**config.mk**
```make
export PLATFORM = sky130hd
export DESIGN_NAME = cia_timer_bank
export DESIGN_NICKNAME = d
export VERILOG_FILES = /design/src/rtl/cia_timer_bank.sv
export SDC_FILE = /design/constraint.sdc
export NUM_CORES = 1
export LEC_CHECK = 0
export ABC_CLOCK_PERIOD_IN_PS = 3500
export BUFFER_PORTS_ARGS = -buffer_cell sky130_fd_sc_hd__buf_2
export CORE_AREA = 4 4 105 107
export CTS_CLUSTER_DIAMETER = 40
export DETAILED_ROUTE_END_ITERATION = 12
export DIE_AREA = 0 0 109 111
export PLACE_DENSITY_LB_ADDON = 0.1
export SLEW_MARGIN = 20
export SYNTH_ARGS = -nofsm -noshare
export SYNTH_HDL_FRONTEND = slang
export SYNTH_SLANG_ARGS = --single-unit
```
**constraint.sdc**
```tcl
create_clock -name E_CLK -period 3.5 [get_ports E_CLK]
set_clock_uncertainty 0.15 [all_clocks]
set_input_delay 0.525 -clock E_CLK [delete_from_list [all_inputs] [get_ports E_CLK]]
set_output_delay 0.525 -clock E_CLK [all_outputs]
set_load 0.05 [all_outputs]
```
**src/rtl/cia_timer_bank.sv**
```systemverilog
// Bank of CIA-style interval timers with external-count and cascade modes,
// per-timer pulse/toggle outputs and a shared interrupt status/mask register.
module cia_timer_bank #(
    parameter int NUM_TIMERS = 2,
    parameter int WIDTH      = 16,
    parameter int TW         = (NUM_TIMERS > 1) ? $clog2(NUM_TIMERS) : 1
) (
    input  logic                  E_CLK,
    input  logic                  RESET_n,
    input  logic                  CS_n,
    input  logic                  RW,
    input  logic [TW+3:0]         A,
    input  logic [7:0]            D_IN,
    output logic [7:0]            D_OUT,
    input  logic [NUM_TIMERS-1:0] CNT,
    output logic [NUM_TIMERS-1:0] TOUT,
    output logic [NUM_TIMERS-1:0] TOUT_OE,
    output logic                  IRQ_n
);

    localparam int N  = NUM_TIMERS;
    localparam int NB = WIDTH / 8;

    logic [WIDTH-1:0] latch    [N];
    logic [WIDTH-1:0] count    [N];
    logic [WIDTH-1:0] top_load [N];
    logic [1:0]       inmode   [N];

    logic [N-1:0] start;
    logic [N-1:0] pbon;
    logic [N-1:0] outmode;
    logic [N-1:0] oneshot;
    logic [N-1:0] tog;
    logic [N-1:0] pulse;
    logic [N-1:0] mask;
    logic [N-1:0] status;
    logic [N-1:0] sync1;
    logic [N-1:0] sync2;
    logic [N-1:0] sync3;
    logic [N-1:0] tick;
    logic [N-1:0] uf;
    logic [N-1:0] hit;

    logic          wr;
    logic          rd;
    logic          sel_icr;
    logic [TW-1:0] idx;
    logic [2:0]    rsel;
    logic          ir;

    assign wr      = !CS_n && !RW;
    assign rd      = !CS_n && RW;
    assign sel_icr = A[TW+3];
    assign idx     = A[TW+2:3];
    assign rsel    = A[2:0];

    always_comb begin
        for (int i = 0; i < N; i++) begin
            hit[i]      = !sel_icr && (idx == TW'(i));
            top_load[i] = latch[i];
            top_load[i][WIDTH-8 +: 8] = D_IN;
        end
    end

    // Walk the bank in index order so a cascade chain settles in one pass.
    always_comb begin
        logic carry;
        carry = 1'b0;
        tick  = '0;
        uf    = '0;
        for (int i = 0; i < N; i++) begin
            case (inmode[i])
                2'b00: tick[i] = 1'b1;
                2'b01: tick[i] = sync2[i] && !sync3[i];
                2'b10: tick[i] = (i == 0) ? 1'b1 : carry;
                2'b11: tick[i] = (i == 0) ? 1'b1 : (carry && sync2[i]);
                default: tick[i] = 1'b0;
            endcase
            uf[i] = start[i] && tick[i] && (count[i] == '0);
            carry = uf[i];
        end
    end

    always_ff @(negedge E_CLK) begin
        if (!RESET_n) begin
            for (int i = 0; i < N; i++) begin
                latch[i]  <= '0;
                count[i]  <= '0;
                inmode[i] <= '0;
            end
            start   <= '0;
            pbon    <= '0;
            outmode <= '0;
            oneshot <= '0;
            tog     <= '0;
            pulse   <= '0;
            mask    <= '0;
            status  <= '0;
            sync1   <= '0;
            sync2   <= '0;
            sync3   <= '0;
        end else begin
            sync1 <= CNT;
            sync2 <= sync1;
            sync3 <= sync2;
            pulse <= uf;
            for (int i = 0; i < N; i++) begin
                if (wr && hit[i] && rsel == 3'd7) begin
                    start[i]   <= D_IN[0];
                    pbon[i]    <= D_IN[1];
                    outmode[i] <= D_IN[2];
                    oneshot[i] <= D_IN[3];
                    inmode[i]  <= D_IN[6:5];
                end else if (uf[i] && oneshot[i]) begin
                    start[i] <= 1'b0;
                end

                for (int k = 0; k < NB; k++) begin
                    if (wr && hit[i] && rsel == 3'(k)) begin
                        latch[i][8*k +: 8] <= D_IN;
                    end
                end

                if (wr && hit[i] && rsel == 3'd7 && D_IN[4]) begin
                    count[i] <= latch[i];
                end else if (wr && hit[i] && rsel == 3'(NB-1)
                             && !start[i]) begin
                    count[i] <= top_load[i];
                end else if (start[i] && tick[i]) begin
                    count[i] <= uf[i] ? latch[i] : count[i] - 1'b1;
                end

                if (wr && hit[i] && rsel == 3'd7 && D_IN[0] && !start[i]) begin
                    tog[i] <= 1'b1;
                end else if (uf[i]) begin
                    tog[i] <= !tog[i];
                end
            end

            if (wr && sel_icr) begin
                mask <= D_IN[7] ? (mask | D_IN[N-1:0])
                                : (mask & ~D_IN[N-1:0]);
            end
            // A read hands back the old status; this edge's underflows stay.
            status <= (rd && sel_icr) ? uf : (status | uf);
        end
    end

    assign ir      = |(status & mask);
    assign IRQ_n   = !ir;
    assign TOUT    = (outmode & tog) | (~outmode & pulse);
    assign TOUT_OE = pbon;

    always_comb begin
        D_OUT = 8'h00;
        if (rd) begin
            if (sel_icr) begin
                D_OUT[N-1:0] = status;
                D_OUT[7]     = ir;
            end else begin
                for (int i = 0; i < N; i++) begin
                    if (hit[i]) begin
                        if (rsel == 3'd7) begin
                            D_OUT = {1'b0, inmode[i], 1'b0, oneshot[i],
                                     outmode[i], pbon[i], start[i]};
                        end
                        for (int k = 0; k < NB; k++) begin
                            if (rsel == 3'(k)) begin
                                D_OUT = count[i][8*k +: 8];
                            end
                        end
                    end
                end
            end
        end
    end

endmodule
```
; After elaboration in Yosys (flattened, before gate mapping)
; Memory sizes are Yosys's and may differ from the RTL's.
; Cells that the tools add are included.
[totals]
register_bits = 22
ramBits = 68
in_bits = 19
output_inout_bits = 13
wordCells = 184
n_memories = 3
[op_classes]
add_sub_neg = 2
n_eq_ne = 8
muxes = 81
bitwise_logic = 22
n_reduce_logical = 52
[mem_list]
columns = memory, depth, width, rd, rd_ports_with_merged_regs, wr, line_no
row1 = count, 2, 16, 2, 0, 2, 25  ; logic [WIDTH-1:0] count [N];
row2 = latch, 2, 16, 2, 0, 2, 24  ; logic [WIDTH-1:0] latch [N];
row3 = inmode, 2, 2, 2, 0, 2, 27  ; logic [1:0] inmode [N];
[op_table]
columns = op, count
row1 = two-way mux 16 bit, 8
row2 = two-way mux 8 bit, 12
row3 = two-way mux 1 bit, 52
row4 = zero test 16 bit, 2
row5 = "subtractor 16 x 1 -> 16 bit, second input constant", 2
row6 = logical AND 1 bit, 31
row7 = OR 1 bit, 12
row8 = zero test 1 bit, 10
row9 = two-way mux 2 bit, 5
row10 = AND 2 bit, 4
row11 = "== test 2 bit, second input constant", 4
row12 = nonzero test 2 bit, 4
row13 = two-way mux 7 bit, 1
row14 = OR 2 bit, 3
row15 = two-way mux 5 bit, 1
row16 = "== test 2 x 1 -> 1 bit, second input constant", 2
row17 = zero test 2 bit, 2
row18 = inverter 2 bit, 2
row19 = one-hot mux 1 bit (4 select lines), 1
row20 = "== test 3 x 1 -> 1 bit, second input constant", 1
row21 = "== test 3 bit, second input constant", 1
row22 = zero test 3 bit, 1
row23 = OR reduction 3 bit, 1
row24 = one-hot mux 1 bit (2 select lines), 1
row25 = 2 further kinds, 2

; Logic depth before layout (Yosys ltp)
; Gate-level depths: netlist of run 1.
; An unclocked memory read counts as a cell.
[logic_depth]
depth_word = 15
mapped_depth = 9
ltp_nobuf = 8

==> results of run 1 <==
[per-stage QoR]
step	area (sq um)	setup slack (ns)	hold WS (ns)	power [mW]
2_1_floorplan	5229	-0.6855	0.2546	1.542
3_3_place_gp	6113	-0.7121	0.2650	1.660
3_5_place_dp	6113	-0.7886	0.2707	1.665
4_1_cts	7286	-0.7602	0.2808	2.719
5_1_grt	7538	-0.7835	0.3272	2.909
6_report	7538	-0.7212	0.2762	2.729
[worst paths after layout]
check                                 start                   endpoint  slack, ns  cells past startpoint
setup / recovery    TOUT_OE[0]$_SDFFE_NN0N_                   D_OUT[1]      -0.72                      7
setup reg to reg  count[0][3]$_SDFFCE_NP0P_  count[0][7]$_SDFFCE_NP0P_       0.43                     10
hold / removal          sync1[1]$_SDFF_NN0_        sync2[1]$_SDFF_NN0_       0.28                      1
hold reg to reg         sync1[1]$_SDFF_NN0_        sync2[1]$_SDFF_NN0_       0.28                      1
[metal layers]
metal | global-route usage (%) | vias up | part of all wire (%)
met3 | 9.377 | 65 | 7.5
li1 | - | 2234 | -
met5 | 0 | - | 0
met2 | 45.41 | 244 | 49
met1 | 35.33 | 2319 | 39
met4 | 17.34 | 0 | 4.6
[placed cells by master (no fill, tap or decap), types with 5 or more instances in the layout]
| master | netlist | final |
|---|---|---|
| a21oi_1 | 32 | 21 |
| a21oi_2 | 0 | 9 |
| a221oi_2 | 0 | 7 |
| a22oi_1 | 8 | 6 |
| and2_1 | 23 | 14 |
| and2_4 | 0 | 9 |
| buf_12 | 0 | 5 |
| buf_2 | 7 | 12 |
| buf_4 | 1 | 96 |
| buf_6 | 1 | 26 |
| buf_8 | 0 | 7 |
| clkbuf_8 | 0 | 9 |
| dfxtp_1 | 22 | 15 |
| dfxtp_2 | 0 | 5 |
| edfxtp_1 | 68 | 68 |
| inv_1 | 17 | 106 |
| mux2i_1 | 14 | 13 |
| nand2_1 | 35 | 26 |
| nand2_2 | 1 | 7 |
| nand2b_1 | 5 | 5 |
| nand3_1 | 13 | 12 |
| nor2_1 | 35 | 26 |
| nor2_4 | 0 | 10 |
| nor3_1 | 20 | 14 |
| nor3_4 | 1 | 6 |
| nor4_1 | 6 | 5 |
| o21ai_4 | 0 | 5 |
| o221ai_2 | 0 | 8 |
| o2bb2ai_2 | 0 | 6 |
| xnor2_1 | 15 | 15 |
| xor2_1 | 11 | 11 |
[Yosys cell counts (all sizes together), types with 3 or more instances]
library cell / instances
xor2: 11
dfxtp: 22
o21a: 3
o21ai: 13
buf: 12
nand4: 3
nor2: 37
nand2: 36
a211oi: 7
o2bb2ai: 6
or3: 5
nor3b: 5
nand2b: 5
inv: 17
a22oi: 8
a21oi: 32
and2: 23
a221oi: 9
nand3: 14
nor3: 22
and3: 3
xnor2: 15
mux2i: 14
mux2: 8
nand3b: 3
a31o: 3
edfxtp: 68
or4: 6
nor4: 10
clkbuf: 14
ha: 3
o221ai: 9
[worst reg2reg max path: stages, from the launching register on]
cell	delay (ns)
edfxtp_1	0.40
buf_4	0.16
buf_4	0.12
buf_4	0.14
nor4_2	0.40
nand4_1	0.22
nor2_1	0.67
nor2_4	0.19
buf_6	0.21
nor2_4	0.08
a211oi_2	0.04
[layout make-up]
type / instances / area [sq um]
multi-input cells: 343 / 2995
fillers: 690 / 2600
flip-flops and latches: 90 / 2496
repair buffers: 146 / 1279
clock inverters: 97 / 414.1
well taps: 136 / 170.2
clock buffers: 9 / 123.9
inverters: 16 / 60.06
[cell families (layout without fill, tap and decap cells)]
group	after synthesis	after routing	synth area share [%]
AO/OA/AOI/OAI	110	110	15.45
XOR/XNOR	26	26	4.580
adder cells (fa/ha/maj)	3	3	0.7550
buffers and inverters	43	268	3.649
flip-flops	90	90	49.92
multiplexers	22	22	4.630
AND/OR/NAND/NOR	180	182	21.01
[power by group through the flow]
| stage | Combinational (mW) | Clock [mW] | Sequential [mW] |
|---|---|---|---|
| floorplan | 0.155 | 0.155 | 1.23 |
| global placement | 0.272 | 0.155 | 1.23 |
| detailed placement | 0.277 | 0.155 | 1.23 |
| CTS | 0.314 | 1.18 | 1.22 |
| global route | 0.358 | 1.33 | 1.22 |
| finish | 0.337 | 1.17 | 1.22 |
[state kept, by name (all words and copies together) (netlist names), named ones only]
signal / flops
status: 2
latch: 32
count: 32
pulse: 2
inmode: 4
sync1: 2
tog: 2
TOUT_OE: 2
sync3: 2
sync2: 2
start: 2
oneshot: 2
outmode: 2
[timing repair]
action / in CTS / in global routing
cloned: 2 / 0
resized for setup: 120 / 46
endpoints found under the setup margin: 109 / 109
buffers inserted: 15 / 11
pin swaps: 42 / 31
==> flow_metrics.env, run 1 <==
export IMPL_outcome="complete, but fails checks"
export IMPL_violations="negative setup slack"
export IMPL_setup_viol=59
export IMPL_switchingPower_mw=0.9234
export IMPL_placed_cells=706
export IMPL_io_pins=32
export IMPL_rsz0062_at_grt="true"
export IMPL_vias_per_cell=5.809
export IMPL_drt_pass1_iterations=5
export IMPL_path_buf_inv=2
export IMPL_synth_nets=496
export IMPL_path_clk_slew_ns=0.04
export IMPL_wl_per_cell_microns=20.62
export IMPL_hold_class="reg2reg"
export IMPL_slowest_stage="dfxtp_4"
export IMPL_cts_tree="built"
export IMPL_criticalPathCategory="reg2out"
export IMPL_drive_above_1_share_pct=42.08
export IMPL_stdcell_count=837
export IMPL_power_frac_comb_pct=12.3
export IMPL_die_x_microns=109
export IMPL_clkSinkCount=90
export IMPL_finalMaxSlewViolations=0
export IMPL_cts_buffers=9
export IMPL_internal_power_mw=1.805
export IMPL_antenna_found_initial=0
export IMPL_drtIter0Drc=415
export IMPL_cp_required_ns=2.82
export IMPL_synth_seq_area_share_pct=49.92
export IMPL_tightest_slew_ns=0.8157
export IMPL_p_leak_nw=3.164
export IMPL_grt_pass1_wl_microns=26470
export IMPL_h_tree_depth=3
export IMPL_clock_root_buffer="clkbuf_8"
export IMPL_holdBufCountCts=0
export IMPL_cp_cell_sequence="a31o_4 -> a221oi_2 -> buf_4 -> a21oi_2 -> o21bai_2 -> a21oi_4 -> buf_6"
export IMPL_clkPwrFrac_pct=42.9
export IMPL_critPathMaxFanout=2
export IMPL_synth_cells=474
export IMPL_power_share_sequential_pct=44.8
export IMPL_grt_pass1_vias=5070
export IMPL_async_flop_share_pct=0
export IMPL_syn_area_per_cell_sq_um=10.49
export IMPL_cp_top_family="compound AO/OA/AOI/OAI gates"
export IMPL_cap_violations=0
export IMPL_final_nets=718
export IMPL_yosys_warnings=0
export IMPL_end_kind="output pin"
export IMPL_syn_area_sq_um=4972
export IMPL_routed_wl_microns=17260
export IMPL_finalHoldViolCount=0
export IMPL_synth_edf_count=68
export IMPL_vias=4862
export IMPL_start_kind="register"
export IMPL_yosysUniqueCellTypes=73
export IMPL_netlist_area_leader_share_pct=41.07
export IMPL_gp_congestion=0.9733
export IMPL_arrival_ns=3.55
export IMPL_grt_overflow=0
export IMPL_clkLatencyLatePin_ns=0.43
export IMPL_max_stage_delay_ns=0.33
export IMPL_fin_ws_ns=-0.7212
export IMPL_final_setup_tns_ns=-12.56
export IMPL_p_sw_share_pct=33.84
export IMPL_start_util_pct=49.04
export IMPL_grt_use_total_pct=29.35
export IMPL_port_buffers=31
export IMPL_num_rows=37
export IMPL_utilization_pct=74.36
export IMPL_synth_seq_cells=90
export IMPL_syn_to_final_growth_pct=51.61
export IMPL_fp_dieH_microns=111
export IMPL_yosysTopAreaCell="edfxtp_1"
export IMPL_ant_nets=0
export IMPL_ir_drop_uv=263.0
export IMPL_yosys_top_cells_area="edfxtp_1 (41%), dfxtp_1 (8.9%), a21oi_1 (3.2%), and2_1 (2.9%), mux2i_1 (2.8%)"
export IMPL_power_density_nw_per_um2=362.0
export IMPL_dp_hpwl_microns=11720
export IMPL_grt_max_degree=19
export IMPL_clock_path_buffers=2
export IMPL_relSlewSlack_pct=45.42
export IMPL_post_route_drc_count=0
export IMPL_dieArea_sq_um=12100
export IMPL_core_sq_um=10140
export IMPL_diodes=0
export IMPL_synth_ff_type="edfxtp_1"
Note: power is estimated with default switching activity, not from simulation.
==> run 2: changes to the inputs <==
CTS_BUF_LIST = sky130_fd_sc_hd__clkbuf_16   (was unset)
==> run 2 against run 1 <==
  * The flow still finishes with violations (negative setup slack)
  * Cell count rose by 0.72%
  * Sequential power about the same
  * First-iteration DRC count rose by 11%
==> flow_metrics.env, run 2 (synthesis gave the netlist of run 1 again) <==
export IMPL_cts_buffers=9
export IMPL_dp_hpwl_microns=11720
export IMPL_fin_total_pwr_mw=2.995
export IMPL_critPathMaxFanout=2
export IMPL_ir_drop_uv=355.3
export IMPL_drive_above_1_share_pct=43.14
export IMPL_antenna_found_initial=0
export IMPL_diodes=0
export IMPL_cts_tree="built"
export IMPL_postPlaceCellArea_sq_um=6113
export IMPL_cap_violations=0
export IMPL_hold_depth=1
export IMPL_fillerInstances=650
export IMPL_top_regs="count x32, latch x32, inmode x4"
export IMPL_violations="negative setup slack"
export IMPL_gp_congestion=0.9733
export IMPL_setup_viol=77
export IMPL_tightest_slew_ns=0.7888
export IMPL_hp_start="sync1[1]$_SDFF_NN0_"
export IMPL_finalMaxSlewViolations=0
export IMPL_drtIter0Drc=462
export IMPL_num_rows=37
export IMPL_reg2reg_to="count[0][3]$_SDFFCE_NP0P_"
export IMPL_rsz0062_at_grt="true"
export IMPL_power_density_nw_per_um2=387.9
export IMPL_start_kind="register"
export IMPL_finalHoldViolCount=0
export IMPL_start_util_pct=49.04
export IMPL_grt_use_total_pct=29.22
export IMPL_grt_pass1_vias=5056
export IMPL_final_nets=724
export IMPL_cp_cell_sequence="a31o_4 -> a221oi_2 -> buf_4 -> a21oi_2 -> o21bai_2 -> a21oi_4 -> buf_6"
export IMPL_relSlewSlack_pct=47.22
export IMPL_cp_top_family="compound AO/OA/AOI/OAI gates"
export IMPL_die_x_microns=109
export IMPL_p_leak_nw=3.252
export IMPL_pre_cts_ws_ns=-0.7886
export IMPL_layout_commonest_cell="inv_1"
export IMPL_fin_ws_ns=-0.6736
export IMPL_rr_worst_depth=10
export IMPL_clkLatencyLatePin_ns=0.43
export IMPL_fp_dieH_microns=111
export IMPL_io_pins=32
export IMPL_layout_common_cells="inv_1 (106), buf_4 (98), edfxtp_1 (68), buf_6 (28), nand2_1 (26)"
export IMPL_path_buf_inv=2
export IMPL_clock_root_buffer="clkbuf_16"
export IMPL_arrival_ns=3.50
export IMPL_path_depth=7
export IMPL_post_route_drc_count=0
export IMPL_holdBufCountCts=0
export IMPL_reg2reg_slack_ns=0.43
export IMPL_hold_end="sync2[1]$_SDFF_NN0_"
export IMPL_fin_area_sq_um=7722
export IMPL_vias=4873
export IMPL_drt_pass1_iterations=6
export IMPL_dieArea_sq_um=12100
export IMPL_routed_wl_microns=17240
export IMPL_vias_per_cell=5.781
export IMPL_path_clk_slew_ns=0.03
export IMPL_multiInputGateArea_sq_um=3010
export IMPL_clock_path_buffers=2
export IMPL_core_sq_um=10140
export IMPL_criticalPathCategory="reg2out"
export IMPL_grt_max_degree=19
export IMPL_final_setup_tns_ns=-13.87
export IMPL_utilization_pct=76.17
export IMPL_wl_per_cell_microns=20.45
export IMPL_max_stage_delay_ns=0.33
export IMPL_end_kind="output pin"
export IMPL_clkSinkCount=90
export IMPL_outcome="complete, but fails checks"
export IMPL_ant_nets=0
export IMPL_port_buffers=31
export IMPL_ff_latch_area_sq_um=2496
export IMPL_h_tree_depth=3
export IMPL_syn_to_final_growth_pct=55.31
export IMPL_slowest_stage="dfxtp_4"
export IMPL_grt_overflow=0
export IMPL_grt_pass1_wl_microns=26440
export IMPL_hold_class="reg2reg"
export IMPL_cp_required_ns=2.82
export IMPL_regToRegStartpoint="count[0][3]$_SDFFCE_NP0P_"
run 2: cell types whose count changed in the layout (fill, tap and decap cells not counted), moves of 2 or more:
cell,delta
o21ai_2,+2
clkbuf_8,-9
buf_6,+2
o21ai_1,-2
clkbuf_16,+9
buf_4,+2
buf_8,+2
run 2: timing repair:
action                     CTS  global route
gates cloned                 2             0
setup endpoints to repair  115           114
buffers inserted            14            17
gates resized for setup    129            46
pin swaps                   41            28
run 2: cell type report:
type	instances	area share, %
flip-flops and latches	90	32.32
clock buffers	9	2.916
multi-input cells	343	38.98
inverters	16	0.7777
well taps	136	2.203
clock inverters	97	5.363
repair buffers	152	17.43
run 2: how the worst max path moves through the flow:
stage                                        from                          to  slack, ns
after global routing      TOUT_OE[0]$_SDFFE_NN0N_                    D_OUT[1]      -0.74
final                     TOUT_OE[0]$_SDFFE_NN0N_                    D_OUT[1]      -0.67
after CTS                 TOUT_OE[0]$_SDFFE_NN0N_                    D_OUT[1]      -0.74
after global placement                       A[1]   count[0][8]$_SDFFCE_NP0P_      -0.71
after floorplan                              A[1]  count[0][15]$_SDFFCE_NP0P_      -0.69
after detailed placement                     A[1]  count[0][10]$_SDFFCE_NP0P_      -0.79
run 2: per-stage QoR:
step	hold slack [ns]	instances
final	0.2759	843
after floorplan	0.2546	474
after detailed placement	0.2707	706
after CTS	0.2800	827
after global placement	0.2650	706
after global routing	0.3056	843
run 2: layer usage:
layer / vias to the layer above / routed length (microns) / global-route usage (%)
li1: 2244 / - / -
met1: 2324 / 6755 / 35.80
met2: 243 / 8342 / 44.39
met3: 62 / 1281 / 8.561
met4: 0 / 858 / 18.69
met5: - / 0 / 0
run 2: where the power goes:
group | switching [mW] | total, mW | internal, mW
Clock | 0.731 | 1.43 | 0.698
Combinational | 0.197 | 0.342 | 0.145
Sequential | 0.0289 | 1.22 | 1.20
Total | 0.957 | 3.00 | 2.04
==> run 3: changes to the inputs <==
REMOVE_ABC_BUFFERS = 1   (was unset)
==> run 3 against run 2 <==
  * The run still ends with negative setup slack left
  * Sequential power is essentially flat
  * Clock-buffer cell count is the same
  * Register-to-register slack improved by 0.10 ns
  * Global-route usage down 0.21 points
  * Via count rose by 2.2%
  * Cell area down 1.8%
  * Worst hold slack improved by 0.0034 ns
  * Largest power group unchanged
  * Highest routed layer unchanged
==> flow_metrics.env, run 3 (synthesis gave the netlist of run 1 again) <==
export IMPL_vias=4981
export IMPL_vias_per_cell=5.853
export IMPL_dp_hpwl_microns=11790
export IMPL_clkSinkCount=90
export IMPL_hold_class="reg2reg"
export IMPL_core_sq_um=10140
export IMPL_cts_buffers=9
export IMPL_criticalPathCategory="reg2out"
export IMPL_clkLatencyLatePin_ns=0.43
export IMPL_holdBufCountCts=0
export IMPL_violations="negative setup slack"
export IMPL_cts_tree="built"
export IMPL_die_x_microns=109
export IMPL_start_kind="register"
export IMPL_top_regs="count x32, latch x32, inmode x4"
export IMPL_grt_pass1_wl_microns=26350
export IMPL_clock_root_buffer="clkbuf_16"
export IMPL_p_leak_nw=3.240
export IMPL_drt_pass1_iterations=5
export IMPL_rsz0062_at_grt="true"
export IMPL_fillerInstances=675
export IMPL_grt_overflow=0
export IMPL_setup_viol=75
export IMPL_post_route_drc_count=0
export IMPL_hold_depth=1
export IMPL_h_tree_depth=3
export IMPL_num_rows=37
export IMPL_relSlewSlack_pct=56.70
export IMPL_critPathMaxFanout=2
export IMPL_clock_path_buffers=2
export IMPL_ant_nets=0
export IMPL_outcome="complete, but fails checks"
export IMPL_grt_max_degree=23
export IMPL_finalMaxSlewViolations=0
export IMPL_cap_violations=0
export IMPL_cp_required_ns=2.82
export IMPL_antenna_found_initial=0
export IMPL_syn_to_final_growth_pct=52.44
export IMPL_dieArea_sq_um=12100
export IMPL_grt_use_total_pct=29.01
export IMPL_end_kind="output pin"
export IMPL_gp_congestion=0.9045
export IMPL_ir_drop_uv=316.4
export IMPL_start_util_pct=49.04
export IMPL_io_pins=32
export IMPL_final_nets=732
export IMPL_power_density_nw_per_um2=412.5
export IMPL_grt_pass1_vias=5065
export IMPL_finalHoldViolCount=0
export IMPL_diodes=0
export IMPL_fin_total_pwr_mw=3.126
export IMPL_wl_per_cell_microns=20.81
export IMPL_port_buffers=31
export IMPL_path_clk_slew_ns=0.04
export IMPL_layout_commonest_cell="buf_4"
export IMPL_rr_worst_depth=9
export IMPL_drive_above_1_share_pct=40.00
export IMPL_layout_common_cells="buf_4 (108), inv_1 (106), edfxtp_1 (68), nand2_1 (30), nor2_1 (30)"
export IMPL_fin_ws_ns=-0.8443
export IMPL_drtIter0Drc=519
export IMPL_reg2reg_slack_ns=0.53
export IMPL_fp_dieH_microns=111
export IMPL_routed_wl_microns=17710
export IMPL_arrival_ns=3.67
export IMPL_utilization_pct=74.76
export IMPL_tightest_slew_ns=0.6436
run 3: changes by cell type in the layout (fill, tap and decap cells not counted), moves of 7 or more:
cell / delta
and2_4: -8
and2_2: +7
buf_4: +10
nor2_4: -9
run 3: timing repair:
action / CTS / global route
setup buffers: 13 / 11
setup endpoints to repair: 100 / 123
resized for setup: 98 / 68
gates cloned: 2 / 1
pin swaps: 29 / 28
run 3: per-layer routing:
layer	GRT usage [%]	part of all wire, %	wire length [microns]	vias up
li1	-	-	-	2269
met1	36.99	40	7170	2375
met2	41.89	46	8076	286
met3	11.12	9.8	1735	51
met4	15.91	4.1	731	0
met5	0	0	0	-
run 3: critical path: stages, from the launching register on:
cell and delay, ns:
dfxtp_4 0.35, a31o_4 0.22, a221oi_2 0.22, buf_4 0.17, a21oi_2 0.04, o21bai_1 0.21, a21oi_1 0.10, buf_4 0.21
run 3: final timing paths:
kind | from | end
worst max-delay path | TOUT_OE[0]$_SDFFE_NN0N_ | D_OUT[1]
worst max register to register | count[0][0]$_SDFFCE_NP0P_ | count[1][6]$_DFFE_NP_
worst min-delay path | sync1[1]$_SDFF_NN0_ | sync2[1]$_SDFF_NN0_
worst min register to register | sync1[1]$_SDFF_NN0_ | sync2[1]$_SDFF_NN0_
run 3: where the power goes:
part           switching (mW)  total (mW)  internal, mW
clock                   0.728        1.57         0.844
sequential             0.0299        1.23          1.20
combinational           0.186       0.328         0.142
run 3: area by class of cell:
class                      count  area (sq um)  area share [%]
clock buffer                   9         225.2           2.971
tap                          136         170.2           2.245
clock inverter                97         460.4           6.075
inverter                      16         60.06          0.7923
multi-input combinational    342          2773           36.58
timing repair buffer         161          1399           18.45
sequential                    90          2492           32.88
run 3: stage by stage:
stage          hold slack (ns)  setup WS [ns]  area [sq um]  TNS, ns  cells
2_1_floorplan           0.2546         -2.033          4855   -73.87    448
3_3_place_gp            0.2664        -0.7479          6048   -65.75    724
3_5_place_dp            0.2771        -0.8106          6048   -69.58    724
4_1_cts                 0.2840        -0.7852          7228   -10.87    844
5_1_grt                 0.3191        -0.9030          7580   -20.73    851
6_report                0.2793        -0.8443          7580   -17.77    851
